===== src/rtl/lcd_arb_pkg.sv =====
// Shared types and sizing helpers for the LCD bus arbiter.
package lcd_arb_pkg;

  typedef enum logic [1:0] {
    IDLE  = 2'd0,
    SETUP = 2'd1,
    WR_LO = 2'd2,
    WR_HI = 2'd3
  } state_t;

  typedef enum logic {
    OWN_CMD = 1'b0,
    OWN_DMA = 1'b1
  } owner_t;

  // The phase timer only ever holds (cycles - 1), so the larger phase sets the width.
  function automatic int phase_cnt_w(input int lo, input int hi);
    int m;
    m = (lo > hi) ? lo : hi;
    return (m > 1) ? $clog2(m) : 1;
  endfunction

endpackage


===== src/rtl/lcd_arb_wr_phase_timer.sv =====
// Loadable down-counter timing the wr_n low/high phases; done at terminal count.
module lcd_wr_phase_timer
  import lcd_arb_pkg::*;
#(
  parameter int W = 1
) (
  input  logic         clk,
  input  logic         reset,
  input  logic         load,
  input  logic [W-1:0] load_val,
  output logic         done
);

  logic [W-1:0] cnt;

  always_ff @(posedge clk or posedge reset) begin
    if (reset) begin
      cnt <= '0;
    end else if (load) begin
      cnt <= load_val;
    end else if (cnt != '0) begin
      cnt <= cnt - W'(1);
    end
  end

  assign done = (cnt == '0);

endmodule


===== src/rtl/lcd_bus_arbiter.sv =====
// Arbitrates the 8080 LCD write bus between CPU commands and pixel DMA bursts.
// Build option LCD_ARB_STATS_EN adds accepted-word counters with a synchronous clear.
//
// state | meaning
// IDLE  | bus released (cs_n high), arbitrating between CMD and DMA
// SETUP | cs_n low, word and d_c_n presented, wr_n still high
// WR_LO | wr_n low for WR_LOW_CYC cycles
// WR_HI | wr_n high for WR_HIGH_CYC cycles; last cycle may chain the next DMA word
module lcd_bus_arbiter
  import lcd_arb_pkg::*;
#(
  parameter int DATA_W      = 16,
  parameter int WR_LOW_CYC  = 2,
  parameter int WR_HIGH_CYC = 2,
  parameter int DMA_BURST   = 32
) (
  input  logic              clk,
  input  logic              reset,
  input  logic              cmd_valid,
  output logic              cmd_ready,
  input  logic              cmd_dc,
  input  logic [DATA_W-1:0] cmd_data,
  input  logic              dma_valid,
  output logic              dma_ready,
  input  logic [DATA_W-1:0] dma_data,
  input  logic              dma_last,
  output logic              busy,
  output logic              lcd_cs_n,
  output logic              lcd_d_c_n,
  output logic              lcd_wr_n,
  output logic [DATA_W-1:0] lcd_data
`ifdef LCD_ARB_STATS_EN
  ,
  input  logic              stat_clr,
  output logic [31:0]       stat_cmd_cnt,
  output logic [31:0]       stat_pix_cnt
`endif
);

  localparam int PW = phase_cnt_w(WR_LOW_CYC, WR_HIGH_CYC);
  localparam int BW = $clog2(DMA_BURST + 1);

  state_t            state, state_nxt;
  owner_t            owner, owner_nxt, last_owner, last_owner_nxt;
  logic [BW-1:0]     burst_cnt, burst_nxt;
  logic              cur_last, cur_last_nxt;
  logic              cs_n_nxt, wr_n_nxt, dc_n_nxt;
  logic [DATA_W-1:0] data_nxt;
  logic              ph_load, ph_done;
  logic [PW-1:0]     ph_val;
  logic              grant_cmd, grant_dma, chain;

  lcd_wr_phase_timer #(.W(PW)) u_phase (
    .clk      (clk),
    .reset    (reset),
    .load     (ph_load),
    .load_val (ph_val),
    .done     (ph_done)
  );

  // Ties go to whoever did not own the bus last.
  assign grant_cmd = (state == IDLE) && cmd_valid && (!dma_valid || last_owner == OWN_DMA);
  assign grant_dma = (state == IDLE) && dma_valid && !grant_cmd;
  assign chain     = (state == WR_HI) && ph_done && (owner == OWN_DMA) && dma_valid &&
                     !cur_last && ((int'(burst_cnt) + 1) < DMA_BURST);

  // Gated so that ready reads 0 for the whole time reset is asserted.
  assign cmd_ready = grant_cmd && !reset;
  assign dma_ready = (grant_dma || chain) && !reset;
  assign busy      = (state != IDLE);

  always_ff @(posedge clk or posedge reset) begin
    if (reset) begin
      state      <= IDLE;
      owner      <= OWN_DMA;
      last_owner <= OWN_DMA;
      burst_cnt  <= '0;
      cur_last   <= 1'b0;
      lcd_cs_n   <= 1'b1;
      lcd_wr_n   <= 1'b1;
      lcd_d_c_n  <= 1'b1;
      lcd_data   <= '0;
    end else begin
      state      <= state_nxt;
      owner      <= owner_nxt;
      last_owner <= last_owner_nxt;
      burst_cnt  <= burst_nxt;
      cur_last   <= cur_last_nxt;
      lcd_cs_n   <= cs_n_nxt;
      lcd_wr_n   <= wr_n_nxt;
      lcd_d_c_n  <= dc_n_nxt;
      lcd_data   <= data_nxt;
    end
  end

  always_comb begin
    state_nxt = state;
    case (state)
      IDLE:    if (grant_cmd || grant_dma) state_nxt = SETUP;
      SETUP:   state_nxt = WR_LO;
      WR_LO:   if (ph_done) state_nxt = WR_HI;
      WR_HI:   if (ph_done) state_nxt = chain ? WR_LO : IDLE;
      default: state_nxt = IDLE;
    endcase
  end

  always_comb begin
    cs_n_nxt       = lcd_cs_n;
    wr_n_nxt       = lcd_wr_n;
    dc_n_nxt       = lcd_d_c_n;
    data_nxt       = lcd_data;
    owner_nxt      = owner;
    last_owner_nxt = last_owner;
    burst_nxt      = burst_cnt;
    cur_last_nxt   = cur_last;
    ph_load        = 1'b0;
    ph_val         = PW'(WR_LOW_CYC - 1);
    case (state)
      IDLE: begin
        if (grant_cmd) begin
          cs_n_nxt     = 1'b0;
          dc_n_nxt     = cmd_dc;
          data_nxt     = cmd_data;
          owner_nxt    = OWN_CMD;
          burst_nxt    = '0;
          cur_last_nxt = 1'b0;
        end else if (grant_dma) begin
          cs_n_nxt     = 1'b0;
          dc_n_nxt     = 1'b1;
          data_nxt     = dma_data;
          owner_nxt    = OWN_DMA;
          burst_nxt    = '0;
          cur_last_nxt = dma_last;
        end
      end
      SETUP: begin
        wr_n_nxt = 1'b0;
        ph_load  = 1'b1;
      end
      WR_LO: begin
        if (ph_done) begin
          wr_n_nxt = 1'b1;
          ph_load  = 1'b1;
          ph_val   = PW'(WR_HIGH_CYC - 1);
        end
      end
      WR_HI: begin
        if (ph_done) begin
          if (chain) begin
            wr_n_nxt     = 1'b0;
            data_nxt     = dma_data;
            burst_nxt    = burst_cnt + BW'(1);
            cur_last_nxt = dma_last;
            ph_load      = 1'b1;
          end else begin
            cs_n_nxt       = 1'b1;
            last_owner_nxt = owner;
          end
        end
      end
      default: ;
    endcase
  end

`ifdef LCD_ARB_STATS_EN
  always_ff @(posedge clk or posedge reset) begin
    if (reset) begin
      stat_cmd_cnt <= '0;
      stat_pix_cnt <= '0;
    end else if (stat_clr) begin
      stat_cmd_cnt <= '0;
      stat_pix_cnt <= '0;
    end else begin
      if (grant_cmd) stat_cmd_cnt <= stat_cmd_cnt + 32'd1;
      if (grant_dma || chain) stat_pix_cnt <= stat_pix_cnt + 32'd1;
    end
  end
`endif

endmodule


===== config.mk =====
export PLATFORM = sky130hd
export DESIGN_NAME = lcd_bus_arbiter
export DESIGN_NICKNAME = d
export VERILOG_FILES = /design/src/rtl/lcd_arb_pkg.sv /design/src/rtl/lcd_arb_wr_phase_timer.sv /design/src/rtl/lcd_bus_arbiter.sv
export SDC_FILE = /design/constraint.sdc
export NUM_CORES = 1
export LEC_CHECK = 0
export BUFFER_PORTS_ARGS = -buffer_cell sky130_fd_sc_hd__buf_4
export CELL_PAD_IN_SITES_DETAIL_PLACEMENT = 0
export CELL_PAD_IN_SITES_GLOBAL_PLACEMENT = 1
export CORE_UTILIZATION = 36
export CTS_CLUSTER_DIAMETER = 40
export DETAILED_ROUTE_END_ITERATION = 8
export GPL_TIMING_DRIVEN = 0
export PLACE_DENSITY_LB_ADDON = 0.1
export SLEW_MARGIN = 20
export SYNTH_ARGS = -nofsm -noshare
export SYNTH_HDL_FRONTEND = slang
export SYNTH_SLANG_ARGS = --single-unit

===== constraint.sdc =====
create_clock -name clk -period 1.9 [get_ports clk]
set_input_delay 0.285 -clock clk [delete_from_list [all_inputs] [get_ports clk]]
set_output_delay 0.285 -clock clk [all_outputs]
set_load 0.005 [all_outputs]

==> flow_summary.json <==
{
  "cts_made_buffers": 5,
  "synth-simple-area-share_pct": 17.2,
  "nNetsFinal": 268,
  "tightest_slew_ns": 0.661,
  "timing.rr.end": "lcd_data[14]",
  "relSlewSlack_pct": 55.8,
  "worstPathBufferInverterCount": 1,
  "crit_slowest_cell": "dfstp_2",
  "clk_path_buf_depth": 2,
  "p_leak_nw": 1.19,
  "criticalPathCategory": "flop to primary output",
  "tritoncts": "done",
  "synthAdderAreaFrac_pct": 0.803,
  "synth-seq-cells": 31,
  "clkTransAtPathRegs_ns": 0.07,
  "antenna_found_initial": 0,
  "cp_cell_sequence": "nand4bb_4 -> and4bb_4 -> nor2_4 -> or2_4 -> a21oi_2 -> buf_4",
  "critical-path-top-delay-family": "simple AND/OR/NAND/NOR gates",
  "worst_hold_slack_ns": 0.122,
  "synth-xor-area-share_pct": 0.562,
  "start_kind": "flop",
  "drt_wl_total_um": 3850,
  "die_w_um": 67.8,
  "synth_top_family_by_area": "simple AND/OR/NAND/NOR gates",
  "cp-startpoint": "owner",
  "cp.depth": 6,
  "syn2layout_area_growth_pct": 48.5,
  "gr-total-overflow": 0,
  "final_max_slew_viol_count": 0,
  "start_util_pct": 38.1,
  "synth_mux_area_share_pct": 11.0,
  "post-route-min-period_ns": 2.15,
  "worstSkewPairLatency_ns": 0.28,
  "htreeDepth": 2,
  "finalPower_mw": 3.34,
  "io_pins": 60,
  "vias": 1383,
  "async_reset_ff_share_pct": 100,
  "die_area_um2": 4590,
  "synth.net_count": 187,
  "synth-main-ff-cell": "dfrtp_1",
  "vias_per_cell": 4.94,
  "fill_cells": 378,
  "cp.required_ns": 1.62,
  "rr_startpoint": "burst_cnt[3]",
  "first_iter_violations": 57,
  "ys_types": 38,
  "synth_cells": 148,
  "pre_cts_ws_ns": -0.173,
  "hp-class": "input pin to asynchronous set/reset pin",
  "syn_area_um2": 1560,
  "rsz0062_at_grt": "yes",
  "rr_worst_depth": 7,
  "place_area_um2": 2060,
  "syn_avg_cell_area_um2": 10.5,
  "irDropWorstVdd_mv": 0.525,
  "clock.fmax_mhz": 465,
  "cp-end-kind": "primary output",
  "wl_per_cell_um": 13.7,
  "grt_pass1_wl_um": 6010,
  "port-buffer-count": 59,
  "timing.final.ws_setup_ns": -0.248,
  "drc": 0,
  "synth-compound-area-share_pct": 16.5,
  "crit_arrival_ns": 1.86,
  "multi_input_area_um2": 738,
  "critPathMaxFanout": 6,
  "ff2ff_setup_slack_ns": 0.07,
  "crit_end": "dma_ready",
  "grt_pass1_vias": 1348,
  "place_congestion": 0.754,
  "drv_cap": 0,
  "first_pass_iters": 4,
  "grt_max_degree": 32,
  "setup_viol": 1,
  "drive_above_1_share_pct": 47.0,
  "root_buffer": "clkbuf_8",
  "fp.coreArea_um2": 4090,
  "ant_nets": 0,
  "status": "complete, but fails checks",
  "cpPeakStageDelay_ns": 0.55,
  "seq_area_um2": 783,
  "hold_violations": 0,
  "yosysSeqAreaShare_pct": 50.2,
  "violations": "setup timing",
  "cts.sinks": 31,
  "clock-skew-final_ns": 0.00448,
  "diodes": 0,
  "rows": 23,
  "fin_crit_sh_pct": 113,
  "design_area_um2": 2310,
  "powerDensity_nw_per_um2": 1450,
  "yosysWarnings": 0,
  "die_y_um": 67.8,
  "grtUsageTotal_pct": 18.0,
  "synth_edf_count": 0,
  "dp_hpwl_um": 2670
}
worst register-to-register path: cells and delay by family, from the launching register on:
kind | cells | cell delay [ns]
buf+inv | 3 | 0.46
flops | 1 | 0.42
simple gates | 2 | 0.51
compound gates | 2 | 0.33
area by class of cell:
class,instances,area share [%]
Inverter,5,0.811
Buffer,5,2.00
Multi-Input combinational cell,106,31.9
Tap cell,50,2.70
Timing Repair Buffer,75,24.4
Sequential cell,31,33.9
Clock buffer,8,4.33
registers in the layout, summed over array words and instances, names as in the netlist:
register	count
lcd_cs_n	1
lcd_data	16
cur_last	1
owner	1
lcd_d_c_n	1
lcd_wr_n	1
state	2
last_owner	1
burst_cnt	6
u_phase.cnt	1
power by group:
group	internal [mW]	leakage [nW]	switching [mW]
clock network	0.330	0.0515	0.242
logic	0.873	0.756	0.751
registers	0.983	0.380	0.165
cells in the mapped netlist (2+ instances only):
cell | number | area (um2)
nor3_1 | 2 | 10.0
nand4_1 | 2 | 12.5
mux2i_1 | 16 | 160
o21ai_1 | 5 | 25.0
o21ai_0 | 18 | 90.1
buf_2 | 2 | 10.0
nand2_1 | 25 | 93.8
dfstp_2 | 5 | 131
or3_1 | 2 | 12.5
a21oi_1 | 5 | 25.0
inv_1 | 5 | 18.8
buf_4 | 4 | 30.0
dfrtp_1 | 26 | 651
nand3_1 | 2 | 10.0
nor2_4 | 2 | 22.5
nor2_1 | 5 | 18.8
per-stage QoR:
step / std cells / util (%) / setup TNS [ns]
finish: 280 / 56.6 / -0.248
global route: 280 / 56.6 / -0.376
CTS: 269 / 54.1 / -1.17
detailed placement: 257 / 50.5 / -0.173
global placement: 257 / 50.5 / -0.135
floorplan: 148 / - / 0
cell usage in the layout, fill, tap and decap left out, types with 2 or more instances in the layout:
| cell type | Yosys | routed |
|---|---|---|
| a21oi_1 | 5 | 4 |
| buf_2 | 2 | 2 |
| buf_4 | 4 | 74 |
| buf_6 | 0 | 4 |
| clkbuf_8 | 0 | 7 |
| dfrtp_1 | 26 | 25 |
| dfstp_2 | 5 | 5 |
| inv_1 | 5 | 4 |
| mux2i_1 | 16 | 16 |
| nand2_1 | 25 | 25 |
| nand3_1 | 2 | 2 |
| nand4_1 | 2 | 2 |
| nor2_1 | 5 | 5 |
| nor2_4 | 2 | 2 |
| o21ai_0 | 18 | 18 |
| o21ai_1 | 5 | 5 |
| or3_1 | 2 | 2 |
kinds of logic (layout without fill, tap and decap cells):
group,after synthesis,in the layout
and+or+nand+nor,48,48
AOI/OAI and AO/OA,39,39
DFF,31,31
muxes,17,17
buffers and inverters,11,93
adders and majority gates,1,1
xor gates and xnor gates,1,1
worst min-delay path by stage:
| stage | from | to | slack (ns) |
|---|---|---|---|
| 2_1_floorplan | cmd_valid | owner | 0.35 |
| 3_3_place_gp | lcd_data[7] | lcd_data[7] | 0.47 |
| 3_5_place_dp | reset | state[1] | 0.44 |
| 4_1_cts | reset | state[1] | 0.14 |
| 5_1_grt | reset | burst_cnt[0] | 0.19 |
| 6_report | reset | burst_cnt[4] | 0.12 |
metal layers:
metal	wire length (um)	track usage (%)	up-vias
met3	205	5.57	9
li1	-	-	685
met5	0	0	-
met2	1900	28.2	43
met1	1670	22.2	646
met4	77	9.11	0
what timing repair did:
| action | in CTS | in global routing |
|---|---|---|
| setup endpoints to repair | 2 | 22 |
| hold buffers | 0 | 0 |
| gates resized for setup | 6 | 5 |
| buffers inserted | 5 | 10 |
| gates cloned | 0 | 1 |
| pin swaps | 3 | 3 |
No activity file was read; power rests on OpenSTA's default activity.
